[src/rtl/interrupt_controller.sv]
// Eight-line priority interrupt controller: edge/level request latching, masking,
// CPU request/ack handshake and nested in-service tracking with end-of-interrupt.
module interrupt_controller #(
  parameter int NUM_LINES          = 8,
  parameter int VECTOR_STRIDE_LOG2 = 1
) (
  input  logic                 clk,
  input  logic                 reset,
  input  logic [NUM_LINES-1:0] irq_lines,
  input  logic                 cfg_we,
  input  logic [1:0]           cfg_addr,
  input  logic [15:0]          cfg_wdata,
  output logic [15:0]          cfg_rdata,
  output logic                 int_req,
  output logic [15:0]          int_vector,
  input  logic                 int_ack,
  input  logic                 int_eoi,
  output logic [NUM_LINES-1:0] in_service
);

  localparam int ID_W = $clog2(NUM_LINES);

  typedef enum logic {S_IDLE, S_REQ} state_t;

  state_t               state_q, state_d;
  logic [NUM_LINES-1:0] mask_q, edge_q, pending_q, prev_q;
  logic [15:0]          vector_base_q;
  logic [ID_W-1:0]      id_q, win_id;

  logic [NUM_LINES-1:0] isv_low, allowed, eligible;
  logic [NUM_LINES-1:0] ack_onehot, clr, pending_d, isv_d;
  logic                 load_req, ack_fire, w1c;

  // Only lines strictly above the lowest in-service level may preempt it.
  always_comb begin
    isv_low  = in_service & (~in_service + 1'b1);
    allowed  = (in_service == '0) ? '1 : isv_low - 1'b1;
    eligible = pending_q & mask_q & allowed;
    win_id   = '0;
    for (int i = NUM_LINES - 1; i >= 0; i--) begin
      if (eligible[i]) win_id = ID_W'(i);
    end
  end

  always_comb begin
    state_d  = state_q;
    load_req = 1'b0;
    ack_fire = 1'b0;
    case (state_q)
      S_IDLE: begin
        if (|eligible) begin
          state_d  = S_REQ;
          load_req = 1'b1;
        end
      end
      S_REQ: begin
        if (int_ack) begin
          state_d  = S_IDLE;
          ack_fire = 1'b1;
        end
      end
      default: state_d = S_IDLE;
    endcase
  end

  // A fresh rising edge outranks any clear arriving in the same cycle.
  always_comb begin
    w1c        = cfg_we && (cfg_addr == 2'd2);
    ack_onehot = ack_fire ? (NUM_LINES'(1) << id_q) : '0;
    clr        = ack_onehot | (w1c ? cfg_wdata[NUM_LINES-1:0] : '0);
    pending_d  = (edge_q & ((irq_lines & ~prev_q) | (pending_q & ~clr)))
               | (~edge_q & irq_lines);
    isv_d      = (int_eoi ? (in_service & ~isv_low) : in_service) | ack_onehot;
  end

  always_ff @(posedge clk) begin
    if (reset) begin
      state_q       <= S_IDLE;
      mask_q        <= '0;
      edge_q        <= '0;
      pending_q     <= '0;
      prev_q        <= '0;
      vector_base_q <= '0;
      in_service    <= '0;
      id_q          <= '0;
      int_req       <= 1'b0;
      int_vector    <= '0;
    end else begin
      state_q    <= state_d;
      pending_q  <= pending_d;
      prev_q     <= irq_lines;
      in_service <= isv_d;
      if (cfg_we) begin
        case (cfg_addr)
          2'd0:    mask_q        <= cfg_wdata[NUM_LINES-1:0];
          2'd1:    edge_q        <= cfg_wdata[NUM_LINES-1:0];
          2'd3:    vector_base_q <= cfg_wdata;
          default: ;
        endcase
      end
      if (load_req) begin
        int_req    <= 1'b1;
        id_q       <= win_id;
        int_vector <= vector_base_q + (16'(win_id) << VECTOR_STRIDE_LOG2);
      end else if (ack_fire) begin
        int_req <= 1'b0;
      end
    end
  end

  always_comb begin
    cfg_rdata = '0;
    case (cfg_addr)
      2'd0:    cfg_rdata = 16'(mask_q);
      2'd1:    cfg_rdata = 16'(edge_q);
      2'd2:    cfg_rdata = {in_service, pending_q};
      default: cfg_rdata = vector_base_q;
    endcase
  end

endmodule

[config.mk]
export PLATFORM = sky130hd
export DESIGN_NAME = interrupt_controller
export DESIGN_NICKNAME = d
export VERILOG_FILES = /design/src/rtl/interrupt_controller.sv
export SDC_FILE = /design/constraint.sdc
export NUM_CORES = 1
export LEC_CHECK = 0
export ABC_AREA = 1
export BUFFER_PORTS_ARGS = -buffer_cell sky130_fd_sc_hd__buf_2
export CAP_MARGIN = 30
export CORE_UTILIZATION = 52
export CTS_BUF_LIST = sky130_fd_sc_hd__clkbuf_2
export DETAILED_ROUTE_END_ITERATION = 10
export PLACE_DENSITY = 0.79
export REMOVE_ABC_BUFFERS = 1
export SLEW_MARGIN = 10
export SYNTH_ARGS = -nofsm -noshare
export SYNTH_HDL_FRONTEND = slang
export SYNTH_SLANG_ARGS = --single-unit
[constraint.sdc]
create_clock -name clk -period 2.58 [get_ports clk]
set_input_delay 0.129 -clock clk [delete_from_list [all_inputs] [get_ports clk]]
set_output_delay 0.129 -clock clk [all_outputs]
set_load 0.02 [all_outputs]
==> impl_metrics.env <==
export IMPL_status="finished, violations left"
export IMPL_violations="setup timing"
export IMPL_cts_clk_slew_worst_paths_ns=0.20
export IMPL_grt_pass1_wl_um=17200
export IMPL_worst_setup_path_end_kind="flop"
export IMPL_crit_arrival_ns=3.27
export IMPL_yosys_warnings=0
export IMPL_cts_sinks=77
export IMPL_ys_seq_area_share_pct=41.9
export IMPL_dr_pass1_iters=6
export IMPL_setup_viol=7
export IMPL_synth_area_top_cells="dfxtp_1 42%, o21ai_0 8.3%, inv_1 7.7%"
export IMPL_timing_critical_path_from="in_service[2]"
export IMPL_final_min_clock_period_ns=2.80
export IMPL_chipHeight_um=86.1
export IMPL_crit_type="reg2reg"
export IMPL_syn_area_um2=3680
export IMPL_ios=72
export IMPL_max_freq_mhz=357
export IMPL_vias=3944
export IMPL_track_usage_pct=30.0
export IMPL_htree_levels=3
export IMPL_postRouteAntennaNets=0
export IMPL_cts_root_buffer="clkbuf_2"
export IMPL_synth_mux_area_share_pct=0
export IMPL_ys_types=33
export IMPL_power_density_nw_per_um2=496
export IMPL_clock_latency_ns=0.53
export IMPL_gr_total_overflow=0
export IMPL_worstSetupStartpointType="flop"
export IMPL_finalHoldViolations=0
export IMPL_grt_pass1_vias=3732
export IMPL_drv_slew=0
export IMPL_drcViolationCount=0
export IMPL_vdd_ir_drop_max_mv=0.313
export IMPL_leakagePower_nw=2.22
export IMPL_cts_buffers=9
export IMPL_core_um2=6830
export IMPL_ys_ff_latch=77
export IMPL_dpl_worst_slack_ns=-0.340
export IMPL_synthAdderAreaFrac_pct=1.56
export IMPL_rsz0062_at_grt="yes"
export IMPL_finalSetupTns_ns=-0.880
export IMPL_worstMarginPinSlew_ns=0.689
export IMPL_timing_rr_start="in_service[2]"
export IMPL_layout_drive_gt1_share_pct=27.6
export IMPL_io_buffers=71
export IMPL_via_per_inst=5.33
export IMPL_synth_xor_area_share_pct=2.62
export IMPL_cts_tree="built"
export IMPL_routed_wl_um=10700
export IMPL_rows=30
export IMPL_areaGrowthSynthToFinish_pct=31.5
export IMPL_synth_top_family_by_area="simple AND/OR/NAND/NOR gates"
export IMPL_antenna_found_initial=0
export IMPL_die_w_um=86.1
export IMPL_critPathMaxFanout=3
export IMPL_critical_path_endpoint="int_vector[15]"
export IMPL_regToRegSetupSlack_ns=-0.22
export IMPL_fin_ws_ns=-0.223
export IMPL_drt_iter0_markers=223
export IMPL_most_common_layout_cells="74 x inv_1, 73 x dfxtp_1, 71 x buf_2"
export IMPL_max_cap_violations=0
export IMPL_fin_crit_sh_pct=109
export IMPL_final_nets=675
export IMPL_wl_per_cell_um=14.5
export IMPL_clockBufferDepth=2
export IMPL_yosysTopAreaCell="dfxtp_1"
export IMPL_dpl_hpwl_um=7350
export IMPL_start_util_pct=53.9
export IMPL_required_ns=3.04
export IMPL_r2r_end="int_vector[15]"
export IMPL_synth_simple_gate_area_share_pct=22.3
export IMPL_slew_headroom_pct=53.9
export IMPL_syn_area_per_cell_um2=7.27
export IMPL_antennaDiodeCount=0
export IMPL_syn_inst=506
export IMPL_layout_cells_most_common="inv_1"
export IMPL_clock_skew_final_ns=0.0244
export IMPL_synth_compound_area_share_pct=21.4
export IMPL_yosysTopAreaCellShare_pct=41.9
export IMPL_hold_path_class="in2reg"
export IMPL_grt_max_degree=50
export IMPL_globalplace_congestion=0.888
export IMPL_reg2regPathDepth=22
export IMPL_die_area_um2=7420
critical path, cell delays in order (launching register included):
cell and delay, ns:
dfxtp_2 0.38, nor2_4 0.13, nand2_4 0.10, nor2_8 0.11, nand2_2 0.07, nand2_1 0.06
nand2_1 0.05, nand2_1 0.05, nand2_1 0.05, nand2_1 0.05, nand2_1 0.06, inv_1 0.06
ha_2 0.18, inv_2 0.04, fa_2 0.33, or2_4 0.27, nand2_4 0.07, nand2_4 0.06
nor2_2 0.14, nand2_1 0.11, xor2_1 0.14, nand2_1 0.08, a21oi_2 0.14
synthesized netlist by cell type, drive strengths merged:
cell     count
o41ai        1
o2111ai      5
clkbuf      12
nor3         5
o21ai       65
o31ai        3
nor2        74
dfxtp       77
xor2        11
nand3       16
o21bai       1
fa           1
o22ai        3
inv         76
buf          6
nand4        3
a21oi       53
ha           3
or2          1
nand2       83
a221oi       7
how the worst min path moves through the flow:
stage	start	to	slack, ns	depth (start not counted)
floorplan	reset	id_q[1]	0.19	1
global route	reset	in_service[5]	0.10	3
global placement	irq_lines[4]	prev_q[4]	0.35	3
finish	reset	int_vector[11]	0.09	3
CTS	reset	in_service[5]	0.08	3
detailed placement	irq_lines[0]	prev_q[0]	0.36	3
layer usage:
layer,vias up,share of wire [%],track usage (%)
li1,1902,-,-
met1,1804,42,37.2
met2,206,48,51.8
met3,32,7.5,4.43
met4,0,2.7,13.0
met5,-,0,0
stage by stage:
step	hold slack (ns)	utilization, %	instances	cell area (um^2)	power (mW)
after floorplan	0.191	-	488	3590	1.58
after global placement	0.354	63.7	693	4350	1.74
after detailed placement	0.356	63.7	693	4350	1.76
after CTS	0.0818	70.2	737	4790	2.40
after global routing	0.105	70.8	740	4840	2.50
final	0.0897	70.8	740	4840	2.40
repair_timing:
action,4_1_cts,5_1_grt
endpoints found under the hold margin,53,0
resized for setup,22,8
setup buffers,3,3
endpoints found under the setup margin,11,12
hold buffers,26,0
pin swaps,11,12
registers in the layout, indices dropped and copies added, names as in the netlist:
signal         flops
state_q            1
edge_q             8
id_q               3
in_service         8
int_req            1
int_vector        16
mask_q             8
pending_q          8
prev_q             8
vector_base_q     16
where the power goes:
| part | switching [mW] | internal [mW] |
|---|---|---|
| sequential | 0.0510 | 1.27 |
| clock | 0.410 | 0.209 |
| combinational | 0.286 | 0.179 |
cells by family after synthesis:
group           after synthesis
buf+inv                      94
flops                        77
xor+xnor                     11
fa+ha+maj                     4
simple gates                182
compound gates              138
cell type report:
| type | instances | area, um^2 |
|---|---|---|
| Clock buffer | 9 | 45.0 |
| Clock inverter | 6 | 55.1 |
| Fill cell | 586 | 1990 |
| Inverter | 76 | 288 |
| Multi-Input combinational cell | 335 | 1840 |
| Sequential cell | 77 | 1550 |
| Tap cell | 96 | 120 |
| Timing Repair Buffer | 141 | 950 |
Power figures use the tool's default switching activity.
